===== config.mk =====
export PLATFORM = sky130hd
export DESIGN_NAME = fork2
export DESIGN_NICKNAME = d
export VERILOG_FILES = /design/src/rtl/fork2.sv
export SDC_FILE = /design/constraint.sdc
export NUM_CORES = 1
export LEC_CHECK = 0
export BUFFER_PORTS_ARGS = -buffer_cell sky130_fd_sc_hd__buf_2
export CORE_MARGIN = 4
export CORE_UTILIZATION = 46
export DETAILED_ROUTE_END_ITERATION = 8
export PLACE_DENSITY_LB_ADDON = 0.12
export SLEW_MARGIN = 20
export SYNTH_ARGS = -nofsm -noshare
export SYNTH_HDL_FRONTEND = slang
export SYNTH_SLANG_ARGS = --single-unit

===== constraint.sdc =====
create_clock -name clk_i -period 1.9 [get_ports clk_i]
set_input_delay 0.19 -clock clk_i [delete_from_list [all_inputs] [get_ports clk_i]]
set_output_delay 0.19 -clock clk_i [all_outputs]
set_load 0.01 [all_outputs]

===== src/rtl/fork2.sv =====
// Four-phase handshake fork: one upstream request is split into two downstream
// requests, and upstream is acknowledged once both branches have acknowledged.
module fork2 #(
    parameter int DATA_W      = 32,
    parameter int SYNC_STAGES = 2
) (
    input  logic              clk_i,
    input  logic              rst_i,
    input  logic              req_in_i,
    input  logic [DATA_W-1:0] data_i,
    output logic              ack_in_o,
    output logic              req_out1_o,
    output logic              req_out2_o,
    input  logic              ack_out1_i,
    input  logic              ack_out2_i,
    output logic [DATA_W-1:0] data_o,
    output logic              err_o
);

    typedef enum logic [1:0] {
        IDLE,
        REQ,
        ACKD,
        RELEASE
    } state_t;

    state_t              state_q;
    logic                done1_q;
    logic                done2_q;
    logic                req_out_q;
    logic                ack_in_q;
    logic                err_q;
    logic [DATA_W-1:0]   data_q;

    logic                req_s;
    logic                ack1_s;
    logic                ack2_s;
    logic                done1_now;
    logic                done2_now;
    logic                err_hit;

    // Bundle {req, ack1, ack2} through a common synchronizer chain.
    generate
        if (SYNC_STAGES == 0) begin : g_nosync
            assign {req_s, ack1_s, ack2_s} = {req_in_i, ack_out1_i, ack_out2_i};
        end else begin : g_sync
            logic [2:0] sync_q [SYNC_STAGES];

            always_ff @(posedge clk_i) begin
                if (rst_i) begin
                    for (int i = 0; i < SYNC_STAGES; i++) begin
                        sync_q[i] <= 3'b000;
                    end
                end else begin
                    sync_q[0] <= {req_in_i, ack_out1_i, ack_out2_i};
                    for (int i = 1; i < SYNC_STAGES; i++) begin
                        sync_q[i] <= sync_q[i-1];
                    end
                end
            end

            assign {req_s, ack1_s, ack2_s} = sync_q[SYNC_STAGES-1];
        end
    endgenerate

    assign done1_now = done1_q | ack1_s;
    assign done2_now = done2_q | ack2_s;

    // A branch dropping its ack after it was counted is a protocol violation.
    assign err_hit = ((state_q == IDLE) && (ack1_s || ack2_s)) ||
                     ((state_q == REQ)  && (!req_s ||
                                            (done1_q && !ack1_s) ||
                                            (done2_q && !ack2_s)));

    always_ff @(posedge clk_i) begin
        if (rst_i) begin
            state_q   <= IDLE;
            done1_q   <= 1'b0;
            done2_q   <= 1'b0;
            req_out_q <= 1'b0;
            ack_in_q  <= 1'b0;
            err_q     <= 1'b0;
            data_q    <= '0;
        end else begin
            err_q <= err_q | err_hit;
            case (state_q)
                IDLE: begin
                    if (req_s) begin
                        data_q    <= data_i;
                        req_out_q <= 1'b1;
                        state_q   <= REQ;
                    end
                end
                REQ: begin
                    done1_q <= done1_now;
                    done2_q <= done2_now;
                    if (done1_now && done2_now) begin
                        ack_in_q <= 1'b1;
                        state_q  <= ACKD;
                    end
                end
                ACKD: begin
                    if (!req_s) begin
                        req_out_q <= 1'b0;
                        state_q   <= RELEASE;
                    end
                end
                RELEASE: begin
                    if (!ack1_s && !ack2_s) begin
                        done1_q  <= 1'b0;
                        done2_q  <= 1'b0;
                        ack_in_q <= 1'b0;
                        state_q  <= IDLE;
                    end
                end
                default: state_q <= IDLE;
            endcase
        end
    end

    assign req_out1_o = req_out_q;
    assign req_out2_o = req_out_q;
    assign ack_in_o   = ack_in_q;
    assign err_o      = err_q;
    assign data_o     = data_q;

endmodule


Word-level counts from Yosys, hierarchy flattened
Memory sizes are Yosys's and may differ from the RTL's. Index checks and enable logic that the tools add are counted.

Register bits: 39. Bits in writable memories: 6. Input port bits: 37. Output and inout bits: 36. Memories: 1.

Memories: g_sync.sync_q (words 2, width 3, read ports 2, clocked after Yosys merged registers in 0, write ports 2, line 47) `logic [2:0] sync_q [SYNC_STAGES];`.

Eq/ne operators: 7. Multiplexer cells: 18. Bitwise operators: 5. Reductions and logical operators: 21.

Operator list (count): $mux 2 (4); $pmux 1 s2 (4); $pmux 2 s4 (1); $mux 1 (7); $logic_and 1x1->1 (6); $mux 3 (2); $ne 2x2->1 const B (3); $reduce_and 3->1 (2); $or 1x1->1 (5); $eq 2x2->1 const B (2); $logic_or 1x1->1 (4); $reduce_and 2->1 (2); $reduce_and 4->1 (1); $reduce_bool 2->1 (2); $logic_not 1->1 (3); $eq 2x1->1 const B (1); $logic_not 2->1 (1); $ne 2x1->1 const B (1).

Depth between registers and ports, before layout
Gate-level depths: netlist of run 1.

Word-level depth: 7. Gate-level depth with buffers: 7. Gate-level depth less buffers: 5.

Worst setup path after synthesis of run 1
Ideal clock, no wire load.

Path type: register to register. Start: reg state_q[0]. End: reg state_q[0]. Library setup time: 72 ps. Arrival: 1361 ps. Data required time: 1828 ps. Setup slack: 467 ps. Stages on the path, launching flop included: 6. Path buffers: 0. Clock period less this slack: 1433 ps. Cell sequence: dfxtp_1 inv_1 ha_1 mux2_4 a221oi_2 mux2i_1.

Longest elaborated chain between the ends: 3. Elaborated cells between the ends (all ways): 10. Those cells by class: eq/ne: 7; mux: 1; reduce/logical: 2.

RTL lines: start, declared (line 27) `state_t state_q;`; start signal, assigned (line 77) `state_q <= IDLE;`; start signal, assigned (line 91) `state_q <= REQ;`; start signal, assigned (line 99) `state_q <= ACKD;`; $eq 2x2->1, or another cell as far along (line 86) `case (state_q)`; $ne 2x2->1 (no source line) or $ne 2x1->1 (tied branches); $reduce_and 4->1 (no source line).

Parallel ways exist; a longest one is shown, timed or not. A chain may end at the register's enable or synchronous reset.

Worst setup path in the final report of run 1
Ends and elaborated chain as after synthesis.

==> metrics.csv, run 1 <==
stage;metric;value;unit
logic_synthesis;synthDistinctLibCells;26;
die;placementRows;21;
critical_path;crit_buf_inv;1;
critical_path;cpMaxStageDelayCell;dfxtp_1;
clock_tree;cts_tree;done;
global_route;grt_pass1_wl;5478;µm
critical_path;path_cells;inv_1, ha_1, mux2_4, a221oi_2, mux2i_1;
die;start_util;0.4912;
final_layout;antennaDiodeCount;0;
clock_tree;clkLatencyLatePin;340;ps
critical_path;critPathMaxStageDelay;390;ps
critical_path;required;2180;ps
critical_path;reg2reg_setup_slack;370;ps
clock_tree;cts_hold_buf;0;
logic_synthesis;synth_top_area_cell;dfxtp_1;
global_route;gr-usage-all-layers;0.1547;
timing;hold_ws;49.23;ps
routing;post-route-drc-count;0;
power_and_ir_drop;static-leakage-power;0.9566;nW
clock_tree;post_cts_buffers;0;
hold_path;hold_class;in -> reg;
timing;fin_crit_sh;0.8076;
final_layout;nets;308;
logic_synthesis;synth-async-reset-ratio;0;
final_layout;synthToLayoutAreaGrowth;26.77;%
routing;wl_per_cell;10.97;µm
timing;relSlewSlack;0.7290;
logic_synthesis;syn_area_per_cell;8.474;µm²
logic_synthesis;ys_ff_latch;45;
logic_synthesis;synth_top_area_share;0.5369;
timing;setup_violations;0;
timing;finalHoldViolCount;0;
critical_path;end_kind;register;
power_and_ir_drop;ir_drop;616.1;µV
die;die_w;68.40;µm
clock_tree;cts.htree.levels;2;
die;dieArea;4678;µm²
logic_synthesis;synthCells;198;
placed_design;gp_congestion;0.7652;
critical_path;cp-start-kind;register;
routing;wirelength;3446;µm
routing;firstDrtPassIters;4;
global_route;grt_max_degree;33;
global_route;antenna_found_initial;0;
run_status;status;finished, final reports clean;
routing;vias;1458;
critical_path;worstSetupPathType;reg -> reg;
logic_synthesis;seq_area_frac_synth;0.5369;
hold_path;whs_path_depth;2;
clock_tree;cts_buffers;5;
placed_design;dp_hpwl;2516;µm
clock_tree;path_clk_slew;100;ps
logic_synthesis;netlist_area;1678;µm²
clock_tree;cts.root.buffer_cell;clkbuf_4;
critical_path;cp-startpoint;state_q[0]$_SDFFE_PP0P_;
logic_synthesis;yosys-top-cells-area;dfxtp_1 (54%), nand2_1 (15%), a21oi_1 (11%);
timing;fmax;0.6517;GHz
critical_path;rr_startpoint;state_q[0]$_SDFFE_PP0P_;
critical_path;r2r-end;state_q[0]$_SDFFE_PP0P_;
clock_tree;clock_sinks;45;
routing;routed-wl-met3;306;µm
clock_tree;clockBufferDepth;2;
timing;period_needed;1534;ps
logic_synthesis;synth_ff_type;dfxtp_1;
global_route;grt-ovfl-total;0;
critical_path;reg2reg_depth;5;
die;io_pins;73;
timing;rsz0062_at_grt;no;
logic_synthesis;synth_edf_count;0;
timing;maxSlewViolCount;0;
routing;wl_met1;1591;µm
logic_synthesis;synthAdderAreaFrac;0.02983;
logic_synthesis;synth_compound_area_frac;0.1566;
power_and_ir_drop;p_per_area;918.7;nW/µm²
run;maxCapViolations;0;
routing;met2WireLength;1501;µm
die;core_area;3416;µm²
logic_synthesis;synth.area.mux_share;0.02088;
critical_path;critPathTopFamily;multiplexers;
hold_path;min_to;g_sync.sync_q[0][0]$_SDFF_PP0_;
timing;fin_skew;6.842;ps
logic_synthesis;synth.net_count;239;
die;die_h;68.40;µm
timing;fin_setup_tns;0;ps
critical_path;worstPathMaxFanout;6;
logic_synthesis;synth-xor-area-share;0;
global_route;grt_pass1_vias;1316;
logic_synthesis;yosysMostFrequentCell;nand2_1;
hold_path;min-delay-start;ack_out2_i;
logic_synthesis;synth_simple_gate_area_share;0.2081;
routing;ant_nets;0;
clock_tree;ctsResizeCount;0;
routing;viasPerCell;4.643;
logic_synthesis;synthTopCellsByCount;nand2_1 (65), dfxtp_1 (45), a21oi_1 (37);
placed_design;port_buffers;72;
routing;top_layer_used;met4;
logic_synthesis;yosys_warnings;0;
critical_path;cp_data_arrival_time;1810;ps
final_layout;drive_gt1_frac;0.3097;
timing;tightest_slew;406.4;ps
routing;first_iter_violations;72;
logic_synthesis;synth_top_family_by_area;simple AND/OR/NAND/NOR gates;
through the flow:
| stage | cells | cell area (µm²) | setup slack [ps] | total power, mW | utilization |
|---|---|---|---|---|---|
| global route | 314 | 2127 | 231.3 | 2.097 | 0.6227 |
| floorplan | 198 | 1678 | 467.4 | 1.421 | - |
| finish | 314 | 2127 | 365.6 | 1.954 | 0.6227 |
| global placement | 306 | 2078 | 398.7 | 1.566 | 0.6084 |
| detailed placement | 306 | 2078 | 376.4 | 1.571 | 0.6084 |
| CTS | 314 | 2127 | 344.2 | 1.990 | 0.6227 |
routing by layer:
layer / up-vias / track usage
li1: 777 / -
met1: 626 / 0.1847
met2: 48 / 0.2503
met3: 7 / 0.06240
met4: 0 / 0.05211
met5: - / 0
registers in the layout (all words and copies together), names as in the netlist:
signal / count
err_o: 1
ack_in_o: 1
data_o: 32
done2_q: 1
state_q: 2
g_sync.sync_q: 6
done1_q: 1
req_out1_o: 1
final cells by class:
class	instances	area (µm²)
Fill cell	350	1289
Timing Repair Buffer	75	407.9
Clock buffer	8	48.80
Inverter	4	15.01
Sequential cell	45	900.9
Tap cell	46	57.56
Multi-Input combinational cell	136	696.9
how the worst max path moves through the flow:
stage | slack [ps] | cells after the start | endpoint
floorplan | 470 | 5 | state_q[0]$_SDFFE_PP0P_
global placement | 400 | 5 | state_q[1]$_SDFFE_PP0P_
detailed placement | 380 | 5 | state_q[1]$_SDFFE_PP0P_
CTS | 340 | 5 | state_q[0]$_SDFFE_PP0P_
global route | 230 | 5 | state_q[1]$_SDFFE_PP0P_
finish | 370 | 5 | state_q[0]$_SDFFE_PP0P_
cells by family (layout without fill, tap and decap cells):
family / Yosys count / after routing
mux: 3 / 3
fa+ha+maj: 4 / 4
simple gates: 82 / 82
buf+inv: 17 / 87
compound gates: 47 / 47
flops: 45 / 45
report_power, final:
group          switching (mW)  internal (mW)
logic                   0.252          0.219
clock network           0.264          0.148
registers              0.0487           1.02
total                   0.564           1.39
placed cells by master (no fill, tap or decap), drive strengths merged, types with 2 or more instances in the layout:
cell	n
a21oi	37
a2bb2oi	2
buf	75
clkbuf	8
dfxtp	45
ha	4
inv	4
mux2i	2
nand2	65
nand2b	3
nor2	2
nor2b	7
o21ai	2
o21bai	2
Power figures use the tool's default switching activity.
==> inputs of run 2 (changes only) <==
Settings changed: ABC_AREA set to 1, CORE_UTILIZATION 46 to 42.
Clock period 1.9 ns to 1.4 ns, I/O delays scaled along.
==> run 2 against run 1 <==
Worst hold slack improved by 0.51 ps. Area after synthesis rose by 2.5%. Sequential share of layout area fell by 1.1 points. Utilization fell by 7.2 points. Largest cell class unchanged.
==> metrics.csv, run 2 <==
stage;metric;value;unit
die;placementRows;23;
critical_path;crit_top_cell;nand2_1;
critical_path;crit_cells;8;
final_layout;largest_reg_flops;32;
placed_design;dp_hpwl;2582;µm
critical_path;worstSetupPathType;reg -> reg;
timing;finalHoldViolCount;0;
die;dieArea;5184;µm²
timing;maxSlewViolCount;0;
final_layout;design_area;2186;µm²
routing;wirelength;3564;µm
hold_path;hold_class;in -> reg;
die;io_pins;73;
power_and_ir_drop;p_switching;0.9648;mW
final_layout;final_common_cell;nor2_1;
die;die_w;72;µm
critical_path;end_kind;register;
clock_tree;clockBufferDepth;2;
die;core_area;3971;µm²
logic_synthesis;yosys_warnings;0;
die;start_util;0.4332;
timing;tightest_slew;231.8;ps
logic_synthesis;synth_top_area_share;0.5236;
hold_path;whs_path_depth;3;
logic_synthesis;ys_ff_latch;45;
global_route;grt_pass1_wl;5547;µm
critical_path;r2r-end;state_q[0]$_SDFFE_PP0P_;
clock_tree;clock_sinks;45;
global_route;antenna_found_initial;0;
clock_tree;path_clk_slew;80;ps
clock_tree;cts_buffers;5;
logic_synthesis;synth_edf_count;0;
critical_path;worstPathMaxFanout;4;
clock_tree;cts_tree;done;
power_and_ir_drop;switching_share;0.3086;
timing;relSlewSlack;0.8453;
clock_tree;clkLatencyLatePin;290;ps
die;die_h;72;µm
logic_synthesis;seq_area_frac_synth;0.5236;
global_route;grt-ovfl-total;0;
logic_synthesis;yosys-top-cells-area;dfxtp_1 (52%), nor2_1 (18%), o21ai_0 (8.7%);
critical_path;cp-start-kind;register;
clock_tree;cts.root.buffer_cell;clkbuf_8;
logic_synthesis;syn_area_per_cell;7.646;µm²
final_layout;nets;338;
logic_synthesis;synth_ff_type;dfxtp_1;
timing;period_needed;1274;ps
placed_design;dpl_cell_area;2095;µm²
critical_path;rr_startpoint;state_q[1]$_SDFFE_PP0P_;
routing;firstDrtPassIters;4;
run_status;status;finished, final reports clean;
critical_path;reg2reg_depth;8;
critical_path;cpMaxStageDelayCell;dfxtp_1;
placed_design;port_buffers;72;
run;maxCapViolations;0;
final_layout;drive_gt1_frac;0.2886;
timing;fin_skew;3.689;ps
clock_tree;cts_hold_buf;0;
logic_synthesis;synth.net_count;266;
timing;hold_ws;49.74;ps
routing;vias;1542;
timing;fin_crit_sh;0.9098;
critical_path;required;1580;ps
logic_synthesis;yosysMostFrequentCell;nor2_1;
routing;post-route-drc-count;0;
global_route;gr-usage-all-layers;0.1349;
final_layout;final_util;0.5504;
logic_synthesis;netlist_area;1720;µm²
hold_path;min-delay-start;req_in_i;
timing;setup_violations;0;
global_route;grt_max_degree;38;
routing;viasPerCell;4.431;
placed_design;gp_congestion;0.8679;
critical_path;path_cells;buf_4, ha_1, nand2_1, nand2_1, nor2_4, nand3_1, nand2_1, nor2_1;
logic_synthesis;synth_top_area_cell;dfxtp_1;
final_layout;antennaDiodeCount;0;
timing;fmax;0.7851;GHz
power_and_ir_drop;combPwrFrac;0.283;
critical_path;reg2reg_setup_slack;130;ps
routing;ant_nets;0;
clock_tree;cts.htree.levels;2;
routing;wl_per_cell;10.24;µm
critical_path;critPathTopFamily;simple AND/OR/NAND/NOR gates;
hold_path;min_to;g_sync.sync_q[0][2]$_SDFF_PP0_;
routing;first_iter_violations;91;
power_and_ir_drop;p_clk_frac;0.238;
critical_path;critPathMaxStageDelay;310;ps
power_and_ir_drop;ir_drop;661.5;µV
power_and_ir_drop;p_int;2.161;mW
power_and_ir_drop;p_per_area;1430;nW/µm²
logic_synthesis;synthCells;225;
power_and_ir_drop;static-leakage-power;1.074;nW
final_layout;final_cell_mix;nor2_1 (83), buf_2 (72), dfxtp_1 (45);
global_route;grt_pass1_vias;1300;
logic_synthesis;synth-async-reset-ratio;0;
critical_path;cp_data_arrival_time;1460;ps
power_and_ir_drop;pwr-share-seq;0.479;
critical_path;crit_buf_inv;1;
final_layout;synthToLayoutAreaGrowth;27.05;%
timing;rsz0062_at_grt;no;
logic_synthesis;synthDistinctLibCells;17;
logic_synthesis;synthTopCellsByCount;nor2_1 (83), dfxtp_1 (45), o21ai_0 (30);
-- run 2: worst max path at each step --
stage | startpoint | endpoint | slack, ps
6_report | state_q[1]$_SDFFE_PP0P_ | state_q[0]$_SDFFE_PP0P_ | 130
5_1_grt | state_q[1]$_SDFFE_PP0P_ | state_q[0]$_SDFFE_PP0P_ | 30
4_1_cts | state_q[0]$_SDFFE_PP0P_ | data_o[22]$_SDFFE_PP0P_ | 90
3_5_place_dp | state_q[0]$_SDFFE_PP0P_ | data_o[22]$_SDFFE_PP0P_ | -4
3_3_place_gp | state_q[0]$_SDFFE_PP0P_ | data_o[9]$_SDFFE_PP0P_ | 80
2_1_floorplan | state_q[0]$_SDFFE_PP0P_ | data_o[10]$_SDFFE_PP0P_ | 210
-- run 2: tightest hold or removal path, delay by kind of cell --
family | cells | cell delay (ps)
simple gates | 1 | 60
buf+inv | 2 | 100
-- run 2: power groups by stage --
| stage | combinational (mW) | clock (mW) | sequential (mW) |
|---|---|---|---|
| floorplan | 0.530 | 0 | 1.59 |
| global placement | 0.866 | 0 | 1.53 |
| detailed placement | 0.878 | 0 | 1.53 |
| CTS | 0.881 | 0.777 | 1.50 |
| global route | 0.997 | 0.829 | 1.52 |
| finish | 0.884 | 0.744 | 1.50 |
-- run 2: cell families (layout without fill, tap and decap cells) --
| logic type | after synthesis | count (layout) | synth area share |
|---|---|---|---|
| compound gates | 41 | 41 | 0.1193 |
| buf+inv | 32 | 105 | 0.09454 |
| fa+ha+maj | 4 | 4 | 0.02909 |
| simple gates | 103 | 103 | 0.2335 |
| flops | 45 | 45 | 0.5236 |
-- run 2: stage by stage --
stage	cells	setup TNS (ps)	setup WS, ps	total power, mW
finish	348	0	126.3	3.126
global route	348	0	26.77	3.347
CTS	348	0	89.41	3.157
detailed placement	340	-4.270	-4.270	2.408
global placement	340	0	75.50	2.394
floorplan	225	0	211.0	2.125
-- run 2: per-layer routing --
| metal | share of wire | wire (µm) | vias to the layer above | global-route usage |
|---|---|---|---|---|
| li1 | - | - | 837 | - |
| met4 | 0.013 | 48 | 0 | 0.06263 |
| met3 | 0.091 | 323 | 5 | 0.04432 |
| met2 | 0.44 | 1576 | 50 | 0.2204 |
| met1 | 0.45 | 1615 | 650 | 0.1605 |
| met5 | 0 | 0 | - | 0 |
-- run 2: final cells by class --
type	count	area, µm²
fill	402	1785
sequential	45	900.9
multi-input combinational	148	659.4
timing repair buffer	76	394.1
inverter	21	88.84
clock buffer	8	80.08
tap	50	62.56
-- run 2: timing repair --
| item | CTS | global route |
|---|---|---|
| hold endpoints to repair | 0 | 0 |
| setup endpoints to repair | 2 | 17 |
| buffers inserted | 0 | 0 |
| resized for setup | 1 | 4 |
| cloned | 0 | 0 |
